==> src/rtl/axi_lite_pkg.sv <==
// -----------------------------------------------------------------------------
// axi_lite_pkg
// Shared types for the AXI-Lite subordinate slice.
//   axi_resp_t : AXI response encoding carried on bresp/rresp
//   w_state_t  : write-channel FSM state (also exported on a debug port)
//   r_state_t  : read-channel FSM state (also exported on a debug port)
//   idx_width  : width of a register index for a given register count
// -----------------------------------------------------------------------------
package axi_lite_pkg;

    typedef enum logic [1:0] {
        OKAY   = 2'b00,
        EXOKAY = 2'b01,
        SLVERR = 2'b10,
        DECERR = 2'b11
    } axi_resp_t;

    typedef enum logic [1:0] {
        W_IDLE    = 2'd0,
        W_ADDR_OK = 2'd1,
        W_DATA_OK = 2'd2,
        W_RESP    = 2'd3
    } w_state_t;

    typedef enum logic {
        R_IDLE = 1'b0,
        R_DATA = 1'b1
    } r_state_t;

    // A single-entry file still needs a one-bit index.
    function automatic int unsigned idx_width(input int unsigned n);
        return (n > 1) ? $clog2(n) : 1;
    endfunction

endpackage

==> src/rtl/axi_lite_regfile.sv <==
// -----------------------------------------------------------------------------
// axi_lite_regfile
// Register array behind the AXI-Lite subordinate: one synchronous write port,
// one asynchronous read port. All entries clear on reset.
// Ports:
//   i_clk, i_rst_n   clock, asynchronous active-low reset
//   i_we             write enable (caller guarantees i_waddr is in range)
//   i_waddr/i_wdata  write index / data
//   i_raddr          read index (caller masks out-of-range reads)
//   o_rdata          combinational read data
// -----------------------------------------------------------------------------
module axi_lite_regfile
    import axi_lite_pkg::*;
#(
    parameter int DATA_WIDTH = 8,
    parameter int NUM_REGS   = 16,
    parameter int IDX_W      = idx_width(NUM_REGS)
) (
    input  logic                  i_clk,
    input  logic                  i_rst_n,
    input  logic                  i_we,
    input  logic [IDX_W-1:0]      i_waddr,
    input  logic [DATA_WIDTH-1:0] i_wdata,
    input  logic [IDX_W-1:0]      i_raddr,
    output logic [DATA_WIDTH-1:0] o_rdata
);

    logic [DATA_WIDTH-1:0] r_mem [NUM_REGS];

    always_ff @(posedge i_clk or negedge i_rst_n) begin
        if (!i_rst_n) begin
            for (int i = 0; i < NUM_REGS; i++) begin
                r_mem[i] <= '0;
            end
        end else if (i_we) begin
            r_mem[i_waddr] <= i_wdata;
        end
    end

    // Read before the clock edge: a read captured on the same edge as a write
    // to the same entry sees the old contents.
    assign o_rdata = r_mem[i_raddr];

endmodule

==> src/rtl/axi_lite_subordinate.sv <==
// -----------------------------------------------------------------------------
// axi_lite_subordinate
// AXI-Lite subordinate exposing NUM_REGS words of DATA_WIDTH bits. The address
// is used directly as the word index. Independent write and read FSMs run
// concurrently; one write and one read may be outstanding at a time.
//
// Handshake rule on every channel: a transfer happens on the rising edge where
// valid && ready are both high; the source holds payload stable while valid is
// high and ready is low; this block never waits on the opposite party's
// valid before raising its own ready.
//
// Build option: define AXI_LITE_SUB_SLVERR_EN to answer out-of-range accesses
// with SLVERR; otherwise they answer OKAY. Either way such writes are dropped
// and such reads return zero.
//
// Ports:
//   s_axi_clk, s_axi_resetn       clock, asynchronous active-low reset
//   s_axi_aw*  / s_axi_w*         write address / write data (wlast ignored)
//   s_axi_b*                      write response
//   s_axi_ar*  / s_axi_r*         read address / read data (rlast tied high)
//   o_dbg_w_state, o_dbg_r_state  current FSM states for observation
// -----------------------------------------------------------------------------
module axi_lite_subordinate
    import axi_lite_pkg::*;
#(
    parameter int DATA_WIDTH = 8,
    parameter int ADDR_WIDTH = 8,
    parameter int NUM_REGS   = 16
) (
    input  logic                  s_axi_clk,
    input  logic                  s_axi_resetn,
    input  logic [ADDR_WIDTH-1:0] s_axi_awaddr,
    input  logic                  s_axi_awvalid,
    output logic                  s_axi_awready,
    input  logic [DATA_WIDTH-1:0] s_axi_wdata,
    input  logic                  s_axi_wvalid,
    input  logic                  s_axi_wlast,
    output logic                  s_axi_wready,
    output logic [1:0]            s_axi_bresp,
    output logic                  s_axi_bvalid,
    input  logic                  s_axi_bready,
    input  logic [ADDR_WIDTH-1:0] s_axi_araddr,
    input  logic                  s_axi_arvalid,
    output logic                  s_axi_arready,
    output logic [DATA_WIDTH-1:0] s_axi_rdata,
    output logic [1:0]            s_axi_rresp,
    output logic                  s_axi_rvalid,
    output logic                  s_axi_rlast,
    input  logic                  s_axi_rready,
    output w_state_t              o_dbg_w_state,
    output r_state_t              o_dbg_r_state
);

    localparam int IDX_W = idx_width(NUM_REGS);
    localparam logic [ADDR_WIDTH:0] LP_NUM_REGS = (ADDR_WIDTH + 1)'(NUM_REGS);

`ifdef AXI_LITE_SUB_SLVERR_EN
    localparam axi_resp_t LP_ERR_RESP = SLVERR;
`else
    localparam axi_resp_t LP_ERR_RESP = OKAY;
`endif

    // wlast carries no meaning for single-beat AXI-Lite transfers.
    logic w_unused;
    assign w_unused = s_axi_wlast;

    // Held low through reset and raised on the first edge afterwards, so all
    // ready outputs stay low while reset is asserted.
    logic r_alive;

    always_ff @(posedge s_axi_clk or negedge s_axi_resetn) begin
        if (!s_axi_resetn) r_alive <= 1'b0;
        else               r_alive <= 1'b1;
    end

    // ------------------------------------------------------------ write path
    w_state_t                r_wstate, w_wnext;
    logic [ADDR_WIDTH-1:0]   r_awaddr;
    logic [DATA_WIDTH-1:0]   r_wdata;
    axi_resp_t               r_bresp;

    logic                    w_aw_hs, w_w_hs, w_b_hs;
    logic                    w_commit;
    logic [ADDR_WIDTH-1:0]   w_cm_addr;
    logic [DATA_WIDTH-1:0]   w_cm_data;
    logic                    w_cm_in_range;

    assign s_axi_awready = r_alive && (r_wstate == W_IDLE || r_wstate == W_DATA_OK);
    assign s_axi_wready  = r_alive && (r_wstate == W_IDLE || r_wstate == W_ADDR_OK);
    assign s_axi_bvalid  = (r_wstate == W_RESP);
    assign s_axi_bresp   = r_bresp;

    assign w_aw_hs = s_axi_awvalid && s_axi_awready;
    assign w_w_hs  = s_axi_wvalid  && s_axi_wready;
    assign w_b_hs  = s_axi_bvalid  && s_axi_bready;

    // The commit edge is the one completing the second of the AW/W handshakes;
    // whichever half arrived earlier comes from its latch, the other live.
    always_comb begin
        w_wnext   = r_wstate;
        w_commit  = 1'b0;
        w_cm_addr = s_axi_awaddr;
        w_cm_data = s_axi_wdata;
        case (r_wstate)
            W_IDLE: begin
                if (w_aw_hs && w_w_hs) begin
                    w_commit = 1'b1;
                    w_wnext  = W_RESP;
                end else if (w_aw_hs) begin
                    w_wnext = W_ADDR_OK;
                end else if (w_w_hs) begin
                    w_wnext = W_DATA_OK;
                end
            end
            W_ADDR_OK: begin
                if (w_w_hs) begin
                    w_commit  = 1'b1;
                    w_cm_addr = r_awaddr;
                    w_wnext   = W_RESP;
                end
            end
            W_DATA_OK: begin
                if (w_aw_hs) begin
                    w_commit  = 1'b1;
                    w_cm_data = r_wdata;
                    w_wnext   = W_RESP;
                end
            end
            W_RESP: begin
                if (w_b_hs) w_wnext = W_IDLE;
            end
            default: w_wnext = W_IDLE;
        endcase
    end

    assign w_cm_in_range = ({1'b0, w_cm_addr} < LP_NUM_REGS);

    always_ff @(posedge s_axi_clk or negedge s_axi_resetn) begin
        if (!s_axi_resetn) begin
            r_wstate <= W_IDLE;
            r_awaddr <= '0;
            r_wdata  <= '0;
            r_bresp  <= OKAY;
        end else begin
            r_wstate <= w_wnext;
            if (w_aw_hs) r_awaddr <= s_axi_awaddr;
            if (w_w_hs)  r_wdata  <= s_axi_wdata;
            if (w_commit) r_bresp <= w_cm_in_range ? OKAY : LP_ERR_RESP;
        end
    end

    // ------------------------------------------------------------- read path
    r_state_t                r_rstate, w_rnext;
    logic [DATA_WIDTH-1:0]   r_rdata;
    axi_resp_t               r_rresp;
    logic                    w_ar_hs;
    logic                    w_ar_in_range;
    logic [DATA_WIDTH-1:0]   w_rd_word;

    assign s_axi_arready = r_alive && (r_rstate == R_IDLE);
    assign s_axi_rvalid  = (r_rstate == R_DATA);
    assign s_axi_rdata   = r_rdata;
    assign s_axi_rresp   = r_rresp;
    assign s_axi_rlast   = 1'b1;

    assign w_ar_hs       = s_axi_arvalid && s_axi_arready;
    assign w_ar_in_range = ({1'b0, s_axi_araddr} < LP_NUM_REGS);

    always_comb begin
        w_rnext = r_rstate;
        case (r_rstate)
            R_IDLE:  if (w_ar_hs) w_rnext = R_DATA;
            R_DATA:  if (s_axi_rready) w_rnext = R_IDLE;
            default: w_rnext = R_IDLE;
        endcase
    end

    always_ff @(posedge s_axi_clk or negedge s_axi_resetn) begin
        if (!s_axi_resetn) begin
            r_rstate <= R_IDLE;
            r_rdata  <= '0;
            r_rresp  <= OKAY;
        end else begin
            r_rstate <= w_rnext;
            if (w_ar_hs) begin
                r_rdata <= w_ar_in_range ? w_rd_word : '0;
                r_rresp <= w_ar_in_range ? OKAY : LP_ERR_RESP;
            end
        end
    end

    assign o_dbg_w_state = r_wstate;
    assign o_dbg_r_state = r_rstate;

    // --------------------------------------------------------- register file
    axi_lite_regfile #(
        .DATA_WIDTH (DATA_WIDTH),
        .NUM_REGS   (NUM_REGS),
        .IDX_W      (IDX_W)
    ) u_regfile (
        .i_clk   (s_axi_clk),
        .i_rst_n (s_axi_resetn),
        .i_we    (w_commit && w_cm_in_range),
        .i_waddr (w_cm_addr[IDX_W-1:0]),
        .i_wdata (w_cm_data),
        .i_raddr (s_axi_araddr[IDX_W-1:0]),
        .o_rdata (w_rd_word)
    );

endmodule
==> config.mk <==
export PLATFORM = sky130hd
export DESIGN_NAME = axi_lite_subordinate
export DESIGN_NICKNAME = d
export VERILOG_FILES = /design/src/rtl/axi_lite_pkg.sv /design/src/rtl/axi_lite_regfile.sv /design/src/rtl/axi_lite_subordinate.sv
export SDC_FILE = /design/constraint.sdc
export NUM_CORES = 1
export LEC_CHECK = 0
export BUFFER_PORTS_ARGS = -buffer_cell sky130_fd_sc_hd__buf_4
export CAP_MARGIN = 20
export CELL_PAD_IN_SITES_DETAIL_PLACEMENT = 1
export CELL_PAD_IN_SITES_GLOBAL_PLACEMENT = 1
export CORE_MARGIN = 5
export CORE_UTILIZATION = 56
export CTS_BUF_LIST = sky130_fd_sc_hd__clkbuf_8 sky130_fd_sc_hd__clkbuf_16
export DETAILED_ROUTE_END_ITERATION = 10
export GPL_ROUTABILITY_DRIVEN = 0
export GPL_TIMING_DRIVEN = 0
export PLACE_DENSITY_LB_ADDON = 0.1
export SLEW_MARGIN = 10
export SYNTH_ARGS = -nofsm -noshare
export SYNTH_HDL_FRONTEND = slang
export SYNTH_SLANG_ARGS = --single-unit
==> constraint.sdc <==
create_clock -name s_axi_clk -period 3.85 [get_ports s_axi_clk]
set_clock_uncertainty 0.05 [all_clocks]
set_input_delay 0.1925 -clock s_axi_clk [delete_from_list [all_inputs] [get_ports s_axi_clk]]
set_output_delay 0.1925 -clock s_axi_clk [all_outputs]
set_load 0.01 [all_outputs]
### Word-level counts from Yosys, hierarchy flattened

Index checks and enable logic that the tools add are counted.

* flip-flop bits (word level): 156
* bits in latches: 0
* bits in writable memories: 0
* memory bits (read-only): 0
* input port bits: 32
* word-level logic and storage cells: 76
* memories: 0

* add/sub/neg operators: 0
* $mul: 0
* divide/modulo/power cells: 0
* order comparisons: 5
* equality and inequality tests: 7
* shifts and indexed selects: 0
* mux-type cells: 25
* bitwise operators: 3
* reductions and logical operators: 14

Operators with widths (count)
* bitwise mux 128 bit: 1
* 2-to-1 mux 8 bit: 8
* binary-select mux 8 bit (select 4 bit): 1
* demux 8 bit (select 4 bit): 1
* less-than comparator 8 x 5 -> 1 bit, second input constant: 2
* 2-to-1 mux 2 bit: 6
* >= comparator 5 bit, second input constant: 2
* logical AND 1 bit: 10
* inverter 4 -> 5 bit: 2
* one-hot mux 2 bit (4 select lines): 1
* less-than comparator 5 x 1 -> 1 bit, second input constant: 1
* 2-to-1 mux 1 bit: 5
* == test 2 bit, second input constant: 2
* inequality test 2 bit, second input constant: 2
* inequality test 4 x 3 -> 1 bit, second input constant: 1
* AND reduction 4 bit: 1
* one-hot mux 1 bit (3 select lines): 1
* == test 2 x 1 -> 1 bit, second input constant: 1
* zero test 2 bit: 1
* logical OR 1 bit: 2
* inequality test 2 x 1 -> 1 bit, second input constant: 1
* one-hot mux 1 bit (2 select lines): 1
* inverter 1 bit: 1

### Depth between registers and ports, before layout

Gate-level depths: netlist of the first run.

* depth after elaboration: 12
* gate-level depth with buffers: 8
* mapped depth without buffers: 6

### Modules after synthesis

Synthesis of the first run repeated with hierarchy kept, for this count alone.

* cell total of the unflattened synthesis: 484
* area total of the unflattened synthesis: 7412.1 sq um

By module, submodules not included
* axi_lite_regfile: instances 1, cells an instance 365, area each 5915.7 sq um
* axi_lite_subordinate: instances 1, cells an instance 119, area each 1496.4 sq um

### Least setup slack after synthesis of the first run

Ideal clock, no wire load.

* path kind: reg-to-reg
* start: register r_wstate[1], in the netlist o_dbg_w_state[1]
* end: register u_regfile.r_mem[80] (netlist bit)
* library setup time: 0.125 ns
* data arrival time: 2.228 ns
* slack: 1.447 ns
* stages on the path, launching flop included: 9
* buffers on the path: 2
* path through: dfrtp_1 > inv_1 > ha_1 > nand3_4 > mux2_4 > buf_8 > buf_12 > nand4_4 > mux2_4

* longest elaborated chain between the ends: 12

Ends and longest elaborated chain
* start, declared: line axi_lite_subordinate.sv:77 `w_state_t r_wstate, w_wnext;`
* start signal, assigned: line axi_lite_subordinate.sv:145 `r_wstate <= w_wnext;`
* == test 2 x 1 -> 1 bit or zero test 2 bit (tied branches): line axi_lite_subordinate.sv:89, axi_lite_subordinate.sv:104, axi_lite_subordinate.sv:88
* logical OR 1 bit: line axi_lite_subordinate.sv:89 `assign s_axi_wready = r_alive && (r_wstate == W_IDLE || r_wstate == W_ADDR_OK);`
* logical AND 1 bit: line axi_lite_subordinate.sv:89
* logical AND 1 bit: line axi_lite_subordinate.sv:94 `assign w_w_hs = s_axi_wvalid && s_axi_wready;`
* 2-to-1 mux 8 bit: line axi_lite_subordinate.sv:116 `if (w_w_hs) begin`
* 2-to-1 mux 8 bit: line axi_lite_subordinate.sv:104 `case (r_wstate)`
* inverter 4 -> 5 bit (not written as such): line axi_lite_regfile.sv:36 `r_mem[i_waddr] <= i_wdata;`
* >= comparator 5 bit (not written as such) or less-than comparator 5 x 1 -> 1 bit (tied branches): line axi_lite_regfile.sv:36
* logical AND 1 bit (not written as such): line axi_lite_regfile.sv:36
* 2-to-1 mux 8 bit (not written as such): line axi_lite_regfile.sv:36
* demux 8 bit (select 4 bit): line axi_lite_regfile.sv:36
* bitwise mux 128 bit: line axi_lite_regfile.sv:36
* end signal, assigned by index: line axi_lite_regfile.sv:36
* end, declared: line axi_lite_regfile.sv:28 `logic [DATA_WIDTH-1:0] r_mem [NUM_REGS];`

Parallel ways exist; a longest one is shown, timed or not.
A chain may end at the register's enable or synchronous reset.

### Worst setup path in the final report of the first run

* start: register r_wstate[1], in the netlist o_dbg_w_state[1]
* end: register u_regfile.r_mem[54] (netlist bit)

The elaborated chain is that of the path after synthesis.

==> results of run 1 <==
==> through the flow <==
stage	setup slack [ns]	hold slack, ns	utilization [%]
after CTS	1.073	0.0008859	66.48
after global placement	1.205	0.3285	60.55
after detailed placement	1.139	0.06323	60.80
final	1.098	0.01147	66.52
after global routing	0.9608	0.01123	66.52
after floorplan	1.447	-0.1531	-
==> synthesized netlist by cell type, types with 2 or more instances <==
cell                       instances
sky130_fd_sc_hd__a22oi_1           9
sky130_fd_sc_hd__nand3_1           2
sky130_fd_sc_hd__buf_2             5
sky130_fd_sc_hd__ha_1              5
sky130_fd_sc_hd__dfrtp_1         156
sky130_fd_sc_hd__nand2b_1          9
sky130_fd_sc_hd__nor2b_1           2
sky130_fd_sc_hd__mux2_4           25
sky130_fd_sc_hd__o21a_1            2
sky130_fd_sc_hd__mux2i_4           6
sky130_fd_sc_hd__o21ai_0           9
sky130_fd_sc_hd__nand4_4          15
sky130_fd_sc_hd__mux2i_1          10
sky130_fd_sc_hd__inv_1             4
sky130_fd_sc_hd__clkbuf_1         15
sky130_fd_sc_hd__o31ai_4           2
sky130_fd_sc_hd__nand2_1           6
sky130_fd_sc_hd__mux4_2           32
sky130_fd_sc_hd__a311o_1           2
sky130_fd_sc_hd__nor4_1            2
sky130_fd_sc_hd__buf_4             6
sky130_fd_sc_hd__buf_6             2
sky130_fd_sc_hd__conb_1            2
sky130_fd_sc_hd__mux2_1            5
sky130_fd_sc_hd__nor2_1            2
sky130_fd_sc_hd__mux2_2          132
==> logic make-up (layout without fill, tap and decap cells) <==
kind of cell / Yosys count / in the layout
adder cells (fa/ha/maj): 5 / 5
multiplexers: 210 / 210
AO/OA/AOI/OAI: 29 / 29
flip-flops: 156 / 156
other: 2 / 6
AND/OR/NAND/NOR: 43 / 43
buffers and inverters: 34 / 127
==> area by class of cell <==
class,count,area [um^2]
fill,1222,4612
sequential,156,3904
multi-input combinational,293,3689
timing repair buffer,62,533.0
clock buffer,22,494.2
tap,180,225.2
buffer,30,183.9
clock inverter,9,117.6
inverter,4,15.01
==> flip-flops by register name (all words and copies together) (netlist names) <==
signal and cells:
o_dbg_r_state 1, o_dbg_w_state 2, r_alive 1, r_awaddr 8, r_wdata 8, s_axi_rdata 8
u_regfile.r_mem 128
==> per-layer routing <==
layer  GRT usage, %  share of wire [%]
met1          32.48                 42
met2          44.12                 53
met3          4.208                3.0
met5              0                  0
met4          7.303                1.6
==> worst max-delay path, cell delays in order (launching register included) <==
cell and delay [ns]:
sky130_fd_sc_hd__dfrtp_1 0.42, sky130_fd_sc_hd__inv_1 0.13, sky130_fd_sc_hd__ha_1 0.34, sky130_fd_sc_hd__nand3_4 0.33
sky130_fd_sc_hd__mux2i_4 0.43, sky130_fd_sc_hd__nand4_2 0.47, sky130_fd_sc_hd__mux2_2 0.45
==> power groups by stage <==
stage,Combinational [mW],Clock (mW),Sequential [mW]
floorplan,0.616,0,1.91
global placement,0.827,0,1.93
detailed placement,0.870,0,1.94
CTS,0.902,1.78,1.92
global route,0.972,1.85,1.94
finish,0.886,1.76,1.92
==> worst paths after layout <==
| check | startpoint | end | slack [ns] | depth (start not counted) |
|---|---|---|---|---|
| max | o_dbg_w_state[1] | u_regfile.r_mem[54] | 1.10 | 6 |
| min | s_axi_awaddr[0] | r_awaddr[0] | 0.01 | 2 |
| max reg2reg | o_dbg_w_state[1] | u_regfile.r_mem[54] | 1.10 | 6 |
| min reg2reg | u_regfile.r_mem[10] | u_regfile.r_mem[10] | 0.45 | 1 |
| max in group asynchronous | s_axi_resetn | u_regfile.r_mem[84] | 2.67 | 3 |
| min in group asynchronous | s_axi_resetn | u_regfile.r_mem[34] | 0.21 | 2 |
==> timing repair <==
action / 4_1_cts / 5_1_grt
setup endpoints to repair: 0 / 0
endpoints found under the hold margin: 59 / 0
hold buffers: 17 / 0
gates resized for setup: 0 / 0
==> out/metrics.yaml, run 1 <==
yosys:
  synthesis.area_per_instance_um2: 16.23
  number_of_synthesized_flops_with_an_enable_pin: 0
  synth.cell_area_um2: 7776
  synth_top_cells_by_area: "sky130_fd_sc_hd__dfrtp_1, sky130_fd_sc_hd__mux2_2, sky130_fd_sc_hd__mux4_2, sky130_fd_sc_hd__mux2_4, sky130_fd_sc_hd__nand4_4"
  post_synth_fa_ha_maj_area_fraction_pct: 0.8045
  yosys_warnings: 0
  synth-xor-area-share_pct: 0
  library_cell_with_the_largest_summed_area_after_synthesis: "sky130_fd_sc_hd__dfrtp_1"
  yosysUniqueCellTypes: 38
  synth_compound_area_share_pct: 3.073
  synth-main-ff-cell: "sky130_fd_sc_hd__dfrtp_1"
  synth_seq_cells: 156
  post_synth_and_or_nand_nor_area_fraction_pct: 6.307
  syn-instance-count: 479
  yosys-mux-area-fraction_pct: 36.96
  synth.yosys.seq_area_share_pct: 50.20
  synth_async_sr_flop_share_pct: 100.0
  main_combinational_cell_family_by_area_after_synthesis: "multiplexers"
  synth_largest_type_area_fraction_pct: 50.20
pwr:
  clock_share_of_power_pct: 38.5
  irDropWorstVdd_v: 0.0004643
  power.share.sequential_pct: 42.1
  internal_power_mw: 3.304
  switching_share_pct: 27.66
  pwr-share-comb_pct: 19.4
  design_power_total_mw: 4.568
  p_per_area_nw_per_um2: 498.6
  p_leak_nw: 4.518
  total_switching_power_mw: 1.263
grt:
  grt-ovfl-total: 0
  groute.usage.overall_pct: 25.22
  grt_first_pass_wirelength_um: 30720
  antenna_found_initial: 0
  grt_max_degree: 114
  first_global_vias: 5242
job:
  timing.max_cap.violations: 0
detailed_routing:
  drc: 0
  wl_cell_um: 25.10
  detail-route-antenna-nets: 0
  vias: 4491
  initial_drt_markers: 224
  wl_um: 18970
  detail_route.first_pass.iterations: 5
  via_per_inst: 5.940
clock_tree:
  cts.reportedPaths.clkPinSlew_ns: 0.06
  cts_root_buffer: "sky130_fd_sc_hd__clkbuf_16"
  tritoncts_clock_tree: "done"
  post_cts_buffers: 0
  skew_pair_late_insertion_delay_ns: 0.43
  ctsHtreeMaxLevel: 4
  cts_inserted_buffers: 17
  clock_sinks: 156
  clock_path_buffers: 2
setup_path:
  startpoint_type: "flop"
  timing.critical_path.fanout_max: 9
  critical_path_class: "flop to flop"
  worst-endpoint-required_ns: 4.10
  timing.critical_path.arrival_ns: 3.00
  worstSetupEndpointType: "flop"
place:
  detailed_place.area_um2: 8374
  dpl.hpwl_um: 12200
  port_buffers: 43
  placed_cells_incl_taps: 707
floorplan:
  core-area_um2: 13770
  chipWidth_um: 127.8
  fp.dieH_um: 127.8
  core.rowCount: 43
  io_pins: 53
  die_area_um2: 16340
  initial_utilization_pct: 56.46
final_layout:
  final_cell_mix: "sky130_fd_sc_hd__dfrtp_1, sky130_fd_sc_hd__mux2_2, sky130_fd_sc_hd__buf_4"
  syn2layout_area_growth_pct: 17.81
  final_layout_size_suffix_gt1_share_pct: 52.95
  stdcell_area_um2: 9161
  most_common_library_cell_in_the_layout_ignoring_fill_and_taps: "sky130_fd_sc_hd__dfrtp_1"
  insertedDiodeCount: 0
  instances_no_fill: 756
  finish.net_count: 601
sta:
  slew_headroom_pct: 34.13
  fin_crit_sh_pct: 71.49
  report.final.slew_viol_count: 0
  rsz0062_at_grt: "false"
  timing_worst_slew_pin_value_ns: 0.9881
  maximum_achievable_frequency_mhz: 363.3
  timing.final.setup_violations: 0
  min_period_ns: 2.752
  hold_viol: 0
  setup_tns_ns: 0
hold_path:
  timing.hold.worst.class: "input pin to flop"
status:
  outcome: "finished, final reports clean"
Power figures use the tool's default switching activity.
==> inputs of run 2 (changes only) <==
Settings changed: CORE_UTILIZATION 56 to 52.
Clock period 3.85 ns to 2.7 ns, I/O delays scaled along.
==> run 2 against run 1 <==
Compared with the run above: design area increased by 1.5%; critical path type unchanged; largest cell class unchanged; cell count rose by 1.9%; register-to-register slack worse by 0.95 ns.
==> out/metrics.yaml, run 2 (synthesis results as in run 1) <==
hold_path:
  hold-path-cell-count: 4  # +2
  hold_start: "s_axi_araddr[2]"
  timing.hold.worst.class: "input pin to flop"
  worstHoldEndpoint: "s_axi_rdata[2]"
pwr:
  internal_power_mw: 4.868  # +47%
  clock_share_of_power_pct: 39.5  # +1.0 points
  p_per_area_nw_per_um2: 720.7  # +45%
  power.share.sequential_pct: 40.8  # -1.3 points
  pwr-share-comb_pct: 19.8  # +0.4 points
  irDropWorstVdd_v: 0.0004659  # +0.34%
  switching_share_pct: 27.37  # -0.29 points
  total_switching_power_mw: 1.834  # +45%
  p_leak_nw: 4.574  # +1.3%
final_layout:
  final_layout_size_suffix_gt1_share_pct: 53.92  # +0.97 points
  largest_register: "u_regfile.r_mem"
  finish.net_count: 611  # +1.7%
  most_common_library_cell_in_the_layout_ignoring_fill_and_taps: "sky130_fd_sc_hd__dfrtp_1"
  fillCellCount: 1305  # +6.8%
  stdcell_area_um2: 9300  # +1.5%
  final_cell_mix: "sky130_fd_sc_hd__dfrtp_1, sky130_fd_sc_hd__mux2_2, sky130_fd_sc_hd__buf_4"
  flip_flop_count_of_the_largest_register_all_copies_and_words_added: 128  # unchanged
  syn2layout_area_growth_pct: 19.60
  insertedDiodeCount: 0  # unchanged
clock_tree:
  cts.reportedPaths.clkPinSlew_ns: 0.06  # about the same
  clock_path_buffers: 2  # unchanged
  tritoncts_clock_tree: "done"
  cts_root_buffer: "sky130_fd_sc_hd__clkbuf_16"
  skew_pair_late_insertion_delay_ns: 0.43  # about the same
  clock_sinks: 156  # unchanged
  ctsHtreeMaxLevel: 4  # unchanged
  cts_inserted_buffers: 17  # unchanged
setup_path:
  startpoint_type: "flop"
  timing.critical_path.fanout_max: 8  # -1
  r2r_setup_slack_ns: 0.14  # -0.95 ns
  cp-startpoint: "o_dbg_w_state[1]"
  timing.critical_path.arrival_ns: 2.81  # -0.19 ns
  worst_r2r_endpoint: "u_regfile.r_mem[117]"
  worstSetupEndpointType: "flop"
  critical_path.reg2reg.startpoint: "o_dbg_w_state[1]"
  critical_path_class: "flop to flop"
  worst-endpoint-required_ns: 2.95  # -1.15 ns
  reg2regPathDepth: 7  # +1
detailed_routing:
  wl_cell_um: 24.91  # -0.75%
  detail_route.first_pass.iterations: 4  # -1
  initial_drt_markers: 209  # -6.7%
  via_per_inst: 5.925  # -0.27%
  detail-route-antenna-nets: 0  # unchanged
  drc: 0  # unchanged
  wl_um: 19180  # +1.1%
  vias: 4562  # +1.6%
sta:
  fin_ws_ns: 0.1445  # -0.9532 ns
  report.final.slew_viol_count: 0  # unchanged
  min_period_ns: 2.556  # -0.1968 ns
  timing.final.setup_violations: 0  # unchanged
  slew_headroom_pct: 39.80  # +5.7 points
  fin_crit_sh_pct: 94.65  # +23 points
  timing_worst_slew_pin_value_ns: 0.9030  # -0.08513 ns
  maximum_achievable_frequency_mhz: 391.3  # +7.7%
  rsz0062_at_grt: "false"
  hold_viol: 0  # unchanged
floorplan:
  chipWidth_um: 132.3  # +3.5%
  core.rowCount: 44  # +2.3%
  die_area_um2: 17500  # +7.1%
  core-area_um2: 14590  # +5.9%
  fp.dieH_um: 132.3  # +3.5%
  initial_utilization_pct: 53.30  # -3.2 points
  io_pins: 53  # unchanged
status:
  outcome: "finished, final reports clean"
place:
  dp_slack_ns: -0.004766  # -1.144 ns
  dpl.hpwl_um: 12510  # +2.5%
  detailed_place.area_um2: 8379  # about the same
  port_buffers: 43  # unchanged
grt:
  grt_max_degree: 115  # +0.88%
  groute.usage.overall_pct: 22.90  # -2.3 points
  first_global_vias: 5203  # -0.74%
  grt-ovfl-total: 0  # unchanged
  grt_first_pass_wirelength_um: 30680  # -0.11%
  antenna_found_initial: 1  # +1
job:
  timing.max_cap.violations: 0  # unchanged
run 2: worst max path at each step:
stage                                end  slack, ns
floorplan            u_regfile.r_mem[80]       0.30
global placement    u_regfile.r_mem[112]       0.08
detailed placement   u_regfile.r_mem[90]     -0.005
CTS                  u_regfile.r_mem[92]       0.05
global route        u_regfile.r_mem[117]       0.03
finish              u_regfile.r_mem[117]       0.14
run 2: layout make-up:
class                           count  area (um^2)  share of cell area, %
Tap cell                          184        230.2                  2.475
Clock buffer                       19        452.9                  4.870
Inverter                            4        15.01                 0.1614
Clock inverter                     12        193.9                  2.085
Timing Repair Buffer               72        623.1                  6.700
Buffer                             30        183.9                  1.978
Multi-Input combinational cell    293         3697                  39.76
Sequential cell                   156         3904                  41.97
run 2: what timing repair did:
| item | CTS | global route |
|---|---|---|
| cloned | 0 | 0 |
| hold buffers | 18 | 0 |
| setup endpoints to repair | 18 | 51 |
| pin swaps | 2 | 1 |
| buffers inserted | 4 | 5 |
| hold endpoints to repair | 59 | 0 |
| resized for setup | 0 | 1 |
run 2: stage by stage:
stage          power, mW  util (%)  hold WS, ns  instances   TNS [ns]
2_1_floorplan      3.609         -      -0.2106        483          0
3_3_place_gp       3.939     57.20       0.2883        710          0
3_5_place_dp       4.028     57.44     0.001530        711  -0.007566
4_1_cts            6.708     63.40       0.1416        764          0
5_1_grt            6.985     63.75       0.1248        770          0
6_report           6.703     63.75       0.1036        770          0
run 2: power by group through the flow:
stage	clock network [mW]	registers [mW]	logic, mW
2_1_floorplan	0	2.73	0.878
3_3_place_gp	0	2.75	1.19
3_5_place_dp	0	2.77	1.26
4_1_cts	2.67	2.73	1.30
5_1_grt	2.79	2.76	1.43
6_report	2.64	2.73	1.33
run 2: critical path, stage by stage, from the launching register on:
cell and delay [ns]:
sky130_fd_sc_hd__dfrtp_1 0.43, sky130_fd_sc_hd__inv_1 0.12, sky130_fd_sc_hd__ha_1 0.33, sky130_fd_sc_hd__nand3_4 0.13, sky130_fd_sc_hd__buf_4 0.19, sky130_fd_sc_hd__o31ai_4 0.44, sky130_fd_sc_hd__nand4_4 0.34, sky130_fd_sc_hd__mux2_4 0.40
run 2: layer usage:
layer,wire (um),global-route usage (%),vias to the layer above,part of all wire (%)
met3,633,3.779,27,3.3
met2,10080,39.50,87,53
met5,0,0,-,0
met1,8064,29.62,2447,42
met4,396,7.466,0,2.1
li1,-,-,2001,-
==> inputs of run 3 (changes only) <==
Settings changed: BUFFER_PORTS_ARGS -buffer_cell sky130_fd_sc_hd__buf_4 to not set, CORE_UTILIZATION 52 to 54, DONT_BUFFER_PORTS set to 1.
==> run 3 against run 2 <==
Compared with the run above: the flow now finishes with violations (negative hold slack); total power fell by 6.0%; sequential cell count did not move; clock power fell by 9.1%; die area fell by 3.4%; non-clock buffer count fell by 48; worst setup slack got worse by 0.0031 ns; global-route usage rose by 1.1 points; routed wire length fell by 2.8%; critical path type unchanged; largest cell class unchanged.
==> out/metrics.yaml, run 3 (synthesis results as in run 1) <==
sta:
  fin_crit_sh_pct: 94.77  # +0.12 points
  min_period_ns: 2.559  # +0.003129 ns
  report.final.slew_viol_count: 0  # unchanged
  hold_viol: 156  # +156
  setup_tns_ns: 0  # unchanged
  timing.final.setup_violations: 0  # unchanged
  maximum_achievable_frequency_mhz: 390.8  # -0.12%
  rsz0062_at_grt: "false"
  timing_worst_slew_pin_value_ns: 1.006  # +0.1027 ns
  fin_ws_ns: 0.1413  # -0.003129 ns
  slew_headroom_pct: 32.95  # -6.8 points
  final.hold.worst_slack_ns: -0.6485  # -0.7521 ns
grt:
  grt-ovfl-total: 0  # unchanged
  antenna_found_initial: 1  # unchanged
  groute.usage.overall_pct: 23.99  # +1.1 points
  first_global_vias: 4975  # -4.4%
  grt_first_pass_wirelength_um: 29520  # -3.8%
  grt_max_degree: 157  # +37%
job:
  timing.max_cap.violations: 0  # unchanged
setup_path:
  crit_slowest_cell: "sky130_fd_sc_hd__dfrtp_1"
  worst-endpoint-required_ns: 2.96  # about the same
  timing.critical_path.arrival_ns: 2.82  # about the same
  critical_path_class: "flop to flop"
  critical-path-max-stage-delay_ns: 0.46  # +0.02 ns
  worstSetupEndpointType: "flop"
  startpoint_type: "flop"
  timing.critical_path.fanout_max: 10  # +2
  worstPathCellList: "inv_1 > ha_2 > nand3_4 > buf_12 > mux2_4 > buf_8 > buf_12 > nand4_4 > mux2_4"
status:
  outcome: "finished with violations"
  violated_checks: "negative hold slack"
clock_tree:
  cts_inserted_buffers: 17  # unchanged
  cts.reportedPaths.clkPinSlew_ns: 0.06  # about the same
  clock_sinks: 156  # unchanged
  skew_pair_late_insertion_delay_ns: 0.43  # about the same
  cts_root_buffer: "sky130_fd_sc_hd__clkbuf_16"
  tritoncts_clock_tree: "done"
  clock_path_buffers: 2  # unchanged
  ctsHtreeMaxLevel: 4  # unchanged
  cts.hold.buffers_added: 17  # -1
floorplan:
  core-area_um2: 13990  # -4.1%
  chipWidth_um: 130  # -1.7%
  core.rowCount: 43  # -2.3%
  fp.dieH_um: 130  # -1.7%
  die_area_um2: 16900  # -3.4%
  io_pins: 53  # unchanged
  initial_utilization_pct: 55.59  # +2.3 points
detailed_routing:
  top_signal_layer_used: "met4"
  met3RoutedLength_um: 957  # +51%
  wl_um: 18640  # -2.8%
  drc: 0  # unchanged
  detail-route-antenna-nets: 0  # unchanged
  via_per_inst: 6.141  # +3.6%
  wl_cell_um: 26.00  # +4.4%
  detail_route.wirelength.met1_um: 7745  # -4.0%
  initial_drt_markers: 230  # +10%
  routed-wl-met2_um: 9605  # -4.8%
  vias: 4403  # -3.5%
  detail_route.first_pass.iterations: 4  # unchanged
final_layout:
  insertedDiodeCount: 0  # unchanged
  fillCellCount: 1261  # -3.4%
  instances_no_fill: 717  # -6.9%
  final_layout_size_suffix_gt1_share_pct: 50.09  # -3.8 points
  syn2layout_area_growth_pct: 14.05
  finish.utilization_pct: 63.40  # -0.35 points
  finish.net_count: 563  # -7.9%
  final_cell_mix: "sky130_fd_sc_hd__dfrtp_1, sky130_fd_sc_hd__mux2_2, sky130_fd_sc_hd__mux4_2"
  flip_flop_count_of_the_largest_register_all_copies_and_words_added: 128  # unchanged
  most_common_library_cell_in_the_layout_ignoring_fill_and_taps: "sky130_fd_sc_hd__dfrtp_1"
  largest_register: "u_regfile.r_mem"
place:
  dp_slack_ns: -0.05163  # -0.04687 ns
  placed_cells_incl_taps: 663  # -6.8%
  port_buffers: 0  # -100%
  dpl.hpwl_um: 12150  # -2.9%
pwr:
  irDropWorstVdd_v: 0.0005588  # +20%
  p_per_area_nw_per_um2: 710.3  # -1.4%
  p_leak_nw: 4.318  # -5.6%
hold_path:
  timing.hold.worst.class: "input pin to asynchronous set/reset pin"
-- run 3: critical path: cells and delay by family, from the launching register on --
kind	cells	cell delay, ns
and+or+nand+nor	2	0.37
adders and majority gates	1	0.28
DFF	1	0.46
buffers and inverters	4	0.65
muxes	2	0.60
-- run 3: metal layers --
| metal | vias to the layer above | track usage (%) |
|---|---|---|
| li1 | 1901 | - |
| met1 | 2368 | 30.28 |
| met2 | 110 | 40.10 |
| met3 | 24 | 7.286 |
| met4 | 0 | 7.335 |
| met5 | - | 0 |
-- run 3: area by class of cell --
class / instances / area (um^2) / share of cell area (%)
sequential: 156 / 3904 / 44.02
multi-input combinational: 293 / 3710 / 41.83
clock buffer: 19 / 452.9 / 5.107
timing repair buffer: 24 / 247.7 / 2.793
tap: 180 / 225.2 / 2.540
buffer: 30 / 185.2 / 2.088
clock inverter: 11 / 128.9 / 1.453
inverter: 4 / 15.01 / 0.1693
-- run 3: power by group --
group          switching, mW  internal (mW)
Sequential             0.180           2.57
Combinational          0.606          0.546
Clock                  0.925           1.47
-- run 3: timing repair --
action | CTS | global route
pin swaps | 3 | 1
buffers inserted | 3 | 4
gates resized for setup | 0 | 5
endpoints found under the setup margin | 104 | 92
endpoints found under the hold margin | 173 | 156
-- run 3: worst paths after layout --
kind,slack (ns),start,cells after the start,endpoint
worst max-delay path,0.14,o_dbg_w_state[1],9,u_regfile.r_mem[82]
worst min-delay path,-0.65,s_axi_resetn,0,u_regfile.r_mem[124]
worst max register to register,0.14,o_dbg_w_state[1],9,u_regfile.r_mem[82]
worst min register to register,0.44,u_regfile.r_mem[71],1,u_regfile.r_mem[71]
max in group asynchronous,2.91,s_axi_resetn,0,u_regfile.r_mem[62]
min in group s_axi_clk,0.03,s_axi_bready,3,o_dbg_w_state[0]
-- run 3: metrics by stage --
step / instance area (um^2) / power, mW
finish: 8869 / 6.299
global route: 8869 / 6.575
CTS: 8816 / 6.319
detailed placement: 8016 / 3.867
global placement: 8016 / 3.794
floorplan: 7791 / 3.609
